File: src/rtl/rv_scoreboard.sv
// rv_scoreboard: per-register pending-write counters for decode-stage hazard
// detection, plus a fence sequence that drains all in-flight writes.
module rv_scoreboard #(
   parameter int NUM_REGS       = 32,
   parameter int REG_ADDR_WIDTH = 5,
   parameter int CNT_WIDTH      = 2
) (
   input  logic                      clk,
   input  logic                      reset,
   input  logic                      flush,
   input  logic                      system_stall,
   input  logic                      issue_valid,
   input  logic [REG_ADDR_WIDTH-1:0] rs1,
   input  logic [REG_ADDR_WIDTH-1:0] rs2,
   input  logic [REG_ADDR_WIDTH-1:0] rd,
   input  logic                      rs1_valid,
   input  logic                      rs2_valid,
   input  logic                      rd_valid,
   input  logic                      wb_valid,
   input  logic [REG_ADDR_WIDTH-1:0] wb_rd,
   input  logic                      fence_req,
   output logic                      source_not_ready,
   output logic                      issue_fire,
   output logic                      issue_block,
   output logic                      fence_done,
   output logic [NUM_REGS-1:0]       busy,
   output logic                      pending_any,
   output logic                      wb_underflow
);

   typedef enum logic [1:0] {RUN, DRAIN, DONE} state_t;

   localparam logic [CNT_WIDTH-1:0] CNT_MAX = '1;

   state_t state_q, state_d;

   // Entry 0 is a hard zero so x0 reads as never pending.
   logic [NUM_REGS-1:0][CNT_WIDTH-1:0] cnt_vec;
   logic rs1_haz, rs2_haz, rd_full;

   assign cnt_vec[0] = '0;
   assign busy[0]    = 1'b0;

   // Hazard terms read registered counts only: no writeback bypass.
   always_comb begin
      rs1_haz = rs1_valid & (rs1 != '0) & (cnt_vec[rs1] != '0);
      rs2_haz = rs2_valid & (rs2 != '0) & (cnt_vec[rs2] != '0);
      rd_full = rd_valid  & (rd  != '0) & (cnt_vec[rd] == CNT_MAX);
   end

   assign issue_block      = (state_q == DRAIN);
   assign source_not_ready = issue_valid & (rs1_haz | rs2_haz | rd_full | issue_block);
   assign issue_fire       = issue_valid & ~source_not_ready & ~system_stall & ~flush;
   assign pending_any      = |busy;

   for (genvar i = 1; i < NUM_REGS; i++) begin : g_reg
      logic [CNT_WIDTH-1:0] cnt_q;
      logic                 inc, dec;

      assign inc = issue_fire & rd_valid & (rd == REG_ADDR_WIDTH'(i));
      assign dec = wb_valid & (wb_rd == REG_ADDR_WIDTH'(i)) & (cnt_q != '0);

      // Counter: flush clears, simultaneous inc/dec cancel out.
      always_ff @(posedge clk or posedge reset) begin
         if (reset)             cnt_q <= '0;
         else if (flush)        cnt_q <= '0;
         else if (inc && !dec)  cnt_q <= cnt_q + 1'b1;
         else if (dec && !inc)  cnt_q <= cnt_q - 1'b1;
      end

      assign cnt_vec[i] = cnt_q;
      assign busy[i]    = (cnt_q != '0);
   end

   // Sticky flag for a writeback to a register with nothing outstanding.
   always_ff @(posedge clk or posedge reset) begin
      if (reset)
         wb_underflow <= 1'b0;
      else if (!flush && wb_valid && (wb_rd != '0) && (cnt_vec[wb_rd] == '0))
         wb_underflow <= 1'b1;
   end

   // Fence FSM state register.
   always_ff @(posedge clk or posedge reset) begin
      if (reset) state_q <= RUN;
      else       state_q <= state_d;
   end

   // Fence FSM next state; flush always returns to RUN.
   always_comb begin
      state_d = state_q;
      case (state_q)
         RUN:     if (fence_req) state_d = pending_any ? DRAIN : DONE;
         DRAIN:   if (!pending_any) state_d = DONE;
         DONE:    state_d = RUN;
         default: state_d = RUN;
      endcase
      if (flush) state_d = RUN;
   end

   // One-cycle completion pulse following the DONE state.
   always_ff @(posedge clk or posedge reset) begin
      if (reset) fence_done <= 1'b0;
      else       fence_done <= (state_q == DONE) & ~flush;
   end

endmodule

File: config.mk
export PLATFORM = sky130hd
export DESIGN_NAME = rv_scoreboard
export DESIGN_NICKNAME = d
export VERILOG_FILES = /design/src/rtl/rv_scoreboard.sv
export SDC_FILE = /design/constraint.sdc
export NUM_CORES = 1
export LEC_CHECK = 0
export CAP_MARGIN = 5
export CORE_MARGIN = 10
export CORE_UTILIZATION = 45
export DETAILED_ROUTE_END_ITERATION = 7
export PLACE_DENSITY = 0.74
export SYNTH_ARGS = -nofsm -noshare
export SYNTH_HDL_FRONTEND = slang
export SYNTH_SLANG_ARGS = --single-unit
File: constraint.sdc
create_clock -name clk -period 6.1 [get_ports clk]
set_input_delay 1.83 -clock clk [delete_from_list [all_inputs] [get_ports clk]]
set_output_delay 1.83 -clock clk [all_outputs]
set_load 0.01 [all_outputs]
-- Word-level counts from Yosys, hierarchy flattened
Index checks and enable logic that the tools add are counted.
- bits in registers: 66
- input bits: 30
- output and inout port bits: 38
- word-level logic and storage cells: 584
- add/subtract/negate cells: 62
- order comparisons: 4
- equal/unequal tests: 67
- mux-type cells: 106
- bitwise operators: 111
- reductions and logical operators: 200
- operator list (operator ; count):
    two-way mux 2 bit ; 101
    equality test 5 bit, second input constant ; 32
    bitwise AND 1 bit ; 105
    nonzero test 3 bit ; 31
    equality test 5 x 4 -> 1 bit, second input constant ; 16
    nonzero test 2 bit ; 33
    logical AND 1 bit ; 65
    logical NOT 1 bit ; 63
    adder 2 x 1 -> 2 bit, second input constant ; 31
    subtractor 2 x 1 -> 2 bit, second input constant ; 31
    binary-select mux 2 bit (select 5 bit) ; 4
    equality test 5 x 3 -> 1 bit, second input constant ; 8
    OR reduction 31 bit ; 1
    less-than comparator 5 x 6 -> 1 bit, second input constant ; 4
    equality test 5 x 2 -> 1 bit, second input constant ; 4
    nonzero test 5 bit ; 4
    equality test 5 x 1 -> 1 bit, second input constant ; 2
    inequality test 3 bit, second input constant ; 2
    equality test 2 bit, second input constant ; 2
    logical NOT 2 bit ; 2
    one-hot mux 2 bit (2 select lines) ; 1
    NOT 1 bit ; 3
    bitwise OR 1 bit ; 3
    equality test 2 x 1 -> 1 bit, second input constant ; 1
    AND reduction 2 bit ; 1

-- Depth between registers and ports, before layout
- depth in word-level cells: 19
- depth in mapped cells: 12
- gate-level depth less buffers: 8

-- Worst setup path before layout
Ideal clock, no wire load.
- path type: input to output
- from: input port rs1[1]
- to: output port issue_fire
- arrival: 3.816 ns
- path slack: 0.454 ns
- stages: 11
- buffers on the path: 4
- path through: clkbuf_1 > buf_2 > nor3b_1 > o2111ai_1 > o2111a_1 > o211ai_1 > and3_1 > buf_2 > buf_2 > nand2_1 > nor4b_1
- cells in the longest elaborated chain, start to end: 12
- elaborated cells between the ends (all ways): 14
- RTL lines (what ; RTL line ; RTL):
    from (decl) ; 13 ; input logic [REG_ADDR_WIDTH-1:0] rs1,
    binary-select mux 2 bit (select 5 bit) ; 46 ; rs1_haz = rs1_valid & (rs1 != '0) & (cnt_vec[rs1] != '0);
    two-way mux 2 bit (not written as such) ; 46 ;
    nonzero test 2 bit ; 46 ;
    bitwise AND 1 bit (*) ; 46 ;
    bitwise OR 1 bit (*) (3 in series) ; 52 ; assign source_not_ready = issue_valid & (rs1_haz | rs2_haz | rd_full | issue_block);
    bitwise AND 1 bit (*) ; 52 ;
    NOT 1 bit (*) ; 53 ; assign issue_fire = issue_valid & ~source_not_ready & ~system_stall & ~flush;
    bitwise AND 1 bit (*) (3 in series) ; 53 ;
    to (decl) ; 23 ; output logic issue_fire,
Every way passes the cells marked *; elsewhere a longest branch is shown, timed or not. The select of a mux whose other input is x is not followed.

-- Final worst setup path
- from: input port rs1[1]
- to: output port source_not_ready
- cells in the longest elaborated chain, start to end: 8
- elaborated cells between the ends (all ways): 10
- RTL lines (what ; RTL line ; RTL):
    binary-select mux 2 bit (select 5 bit) ; 46 ;
    two-way mux 2 bit (not written as such) ; 46 ;
    nonzero test 2 bit ; 46 ;
    bitwise AND 1 bit (*) ; 46 ;
    bitwise OR 1 bit (*) (3 in series) ; 52 ;
    bitwise AND 1 bit (*) ; 52 ;
    to (decl) ; 22 ; output logic source_not_ready,
Marked as above.

==> reports/results.txt <==
Status = complete, no violations
Cells after synthesis = 733
Core ar. = 12770 sq um
Critical path launch point = rs1[1]
Min-delay worst type = reg -> reg
Final Cycle Share = 99.31%
Input/output buffers = 66
Vias = 6599
First-pass GRT wire length = 35190 microns
Final hold vios = 0
DRT antenna net count = 0
Peak fanout along the critical path = 16
Final worst path period need = 6.058 ns
Setup TNS = 0 ns
Pins Over Slew Limit = 0
FF+latch count, synth = 66
Synthesized Nets = 763
Worst path cell trace = clkdlybuf4s50_1 -> buf_12 -> nor3b_2 -> o2111ai_1 -> o2111a_1 -> o211ai_1 -> and3_4 -> nand2_2 -> buf_4 -> o31a_1 -> dlygate4sd2_1
Drt drc = 0
# setup viols final = 0
CTS tree = built
Reg-to-reg startpoint = g_reg[13].cnt_q[0]
Placed Cells incl. Taps = 963
Area leader, netlist = dfrtp_1
Final Wtd Congestion = 0.9601
Fin Hold WS = 0.4731 ns
Layout area overhead = 23.74%
TritonCTS Sinks = 66
Clock Skew = 0.01126 ns
Syn avg cell area = 8.088 sq um
Vias in the first global route = 6353
Cts hold-fix bufs = 0
Place WS = -0.2976 ns
Initial Utilization = 46.41%
Worst reg2reg setup slack = 2.88 ns
Pin count of the biggest net entering global routing = 78
Maxcap violations = 0
GRT Overall Usage = 24.48%
FMAX = 0.1651 GHz
Arrival time worst endpoint = 4.23 ns
Placed cell area = 6945 sq um
Synth top area share = 27.86%
Power Dens Cells = 161.0 nW/um^2
Die area = 18160 sq um
Worst skew pair latency = 0.35 ns
Worst Max-Slew Pin Slew = 0.9973 ns
Min-delay src = state_q[0]
Num ports = 68
Slowest CP cell = clkdlybuf4s50_1
Post-synthesis cell type count = 60
H-tree levels = 3
Grt total ovfl = 0
Rel. slew slack = 33.27%
Setup crit end kind = primary output
Slowest stage delay, CP = 0.52 ns
Initial drt markers = 877
Post-DP HPWL = 16410 microns
Worst path required time = 4.27 ns
Post-layout instance area = 7336 sq um
Pre-antenna DRT Iters = 5
Warnings, synthesis = 0
Final-stage net count = 837
Crit Path Class = in -> out
Top cells by area, synth = dfrtp_1, mux4_2, a21oi_1
Chip height = 134.8 microns
Via density = 6.706
Final WL = 22480 microns
CTS clk-pin slew, worst paths = 0.06 ns
EDFF count, synth = 0
Sequential share of the synthesized area = 27.86%
CP startpoint kind = primary input
Fill cells = 1133
ANT cells = 0
Initial antenna violation count = 0
CTS Buf Count = 9
Final setup margin = 0.04238 ns
Share of post-route cells with drive strength above 1 = 18.10%
Prevailing post-synth register cell = dfrtp_1
Bufs on Longest Clock Path = 2
Synthesized cell area = 5928 sq um
Pleak = 2.896 nW
Final Non-Filler Cells = 984
Async set-reset flop share out of synthesis = 100.0%
Per-cell routed wire length = 22.84 microns
Num rows = 41
Root Driver = clkbuf_16
Peak supply drop = 0.1047 mV
Die Wd = 134.8 microns
-- metal layers --
metal / routed length [microns] / vias to the layer above / part of all wire, % / track usage, %
met4: 725 / 0 / 3.2 / 9.674
li1: - / 2920 / - / -
met2: 10000 / 394 / 44 / 38.00
met1: 9340 / 3223 / 42 / 32.22
met5: 0 / - / 0 / 0
met3: 2409 / 62 / 11 / 5.564
-- sequential cells by signal (all words and copies together) (netlist names) --
register      count
g.cnt_q          62
wb_underflow      1
state_q           2
fence_done        1
-- power by group --
part / total [W] / leakage (nW) / switching (W) / internal (W)
Combinational: 0.000189 / 1.83 / 0.000119 / 0.0000702
Clock: 0.000551 / 0.151 / 0.000215 / 0.000337
Sequential: 0.000440 / 0.916 / 0.00000124 / 0.000439
Total: 0.00118 / 2.90 / 0.000335 / 0.000846
-- kinds of logic after synthesis --
family	share of synthesized area, %
buf+inv	6.311
other cells	0.06326
mux	13.63
xor+xnor	0.1478
compound gates	21.70
simple gates	30.29
flops	27.86
-- through the flow --
stage	total power, W	util, %
finish	0.001181	57.43
global route	0.001213	57.43
CTS	0.001174	56.89
detailed placement	0.0006293	54.37
global placement	0.0006269	54.37
floorplan	0.0005477	-
-- worst paths after layout --
path,end,cells past startpoint
setup / recovery,source_not_ready,11
hold reg to reg,fence_done,1
hold / removal,fence_done,1
max in group asynchronous,g_reg[15].cnt_q[0],3
setup reg to reg,g_reg[11].cnt_q[1],9
min in group asynchronous,g_reg[22].cnt_q[0],2
-- worst max-delay path: cells and delay by family --
family / cells / cell delay [ns]
buf+inv: 4 / 1.11
simple gates: 3 / 0.55
compound gates: 4 / 0.73
-- cells in the mapped netlist, types with 11 or more instances --
master,count
nand4_1,31
o21ai_0,41
nor3b_1,27
mux2i_1,11
a31o_2,24
o2111ai_1,27
buf_2,17
dfrtp_1,66
nor4_1,12
nor3_1,36
and2_1,30
nor2_1,64
clkbuf_1,35
inv_1,35
a21oi_1,55
nand2_1,60
nand3_1,31
nor2b_1,11
mux4_2,29
nand2b_1,11
-- layout by cell type, fill, tap and decap left out, types with 9 or more instances in the layout --
cell type,instances
clkbuf_16,9
nand4_1,31
a21oi_1,55
clkdlybuf4s50_1,59
buf_4,46
nand3_1,30
and2_1,30
nor3_1,36
nor3b_1,25
mux4_2,29
nor2_1,64
nand2_1,59
nand2b_1,11
dfrtp_1,66
nor4_1,12
o2111ai_1,26
o21ai_0,41
nor2b_1,11
inv_1,34
mux2i_1,11
a31o_2,24
-- final cells by class --
class	count	area, sq um	area share (%)
well taps	172	215.2	2.934
clock buffers	11	252.7	3.445
multi-input cells	576	3946	53.79
inverters	37	138.9	1.893
flip-flops and latches	66	1652	22.51
repair buffers	117	1079	14.70
clock inverters	5	52.55	0.7164
-- timing repair --
item,4_1_cts,5_1_grt
endpoints found under the setup margin,2,1
buffers inserted,1,4
pin swaps,0,2
gates resized for setup,6,11
Note: power is estimated with default switching activity, not from simulation.
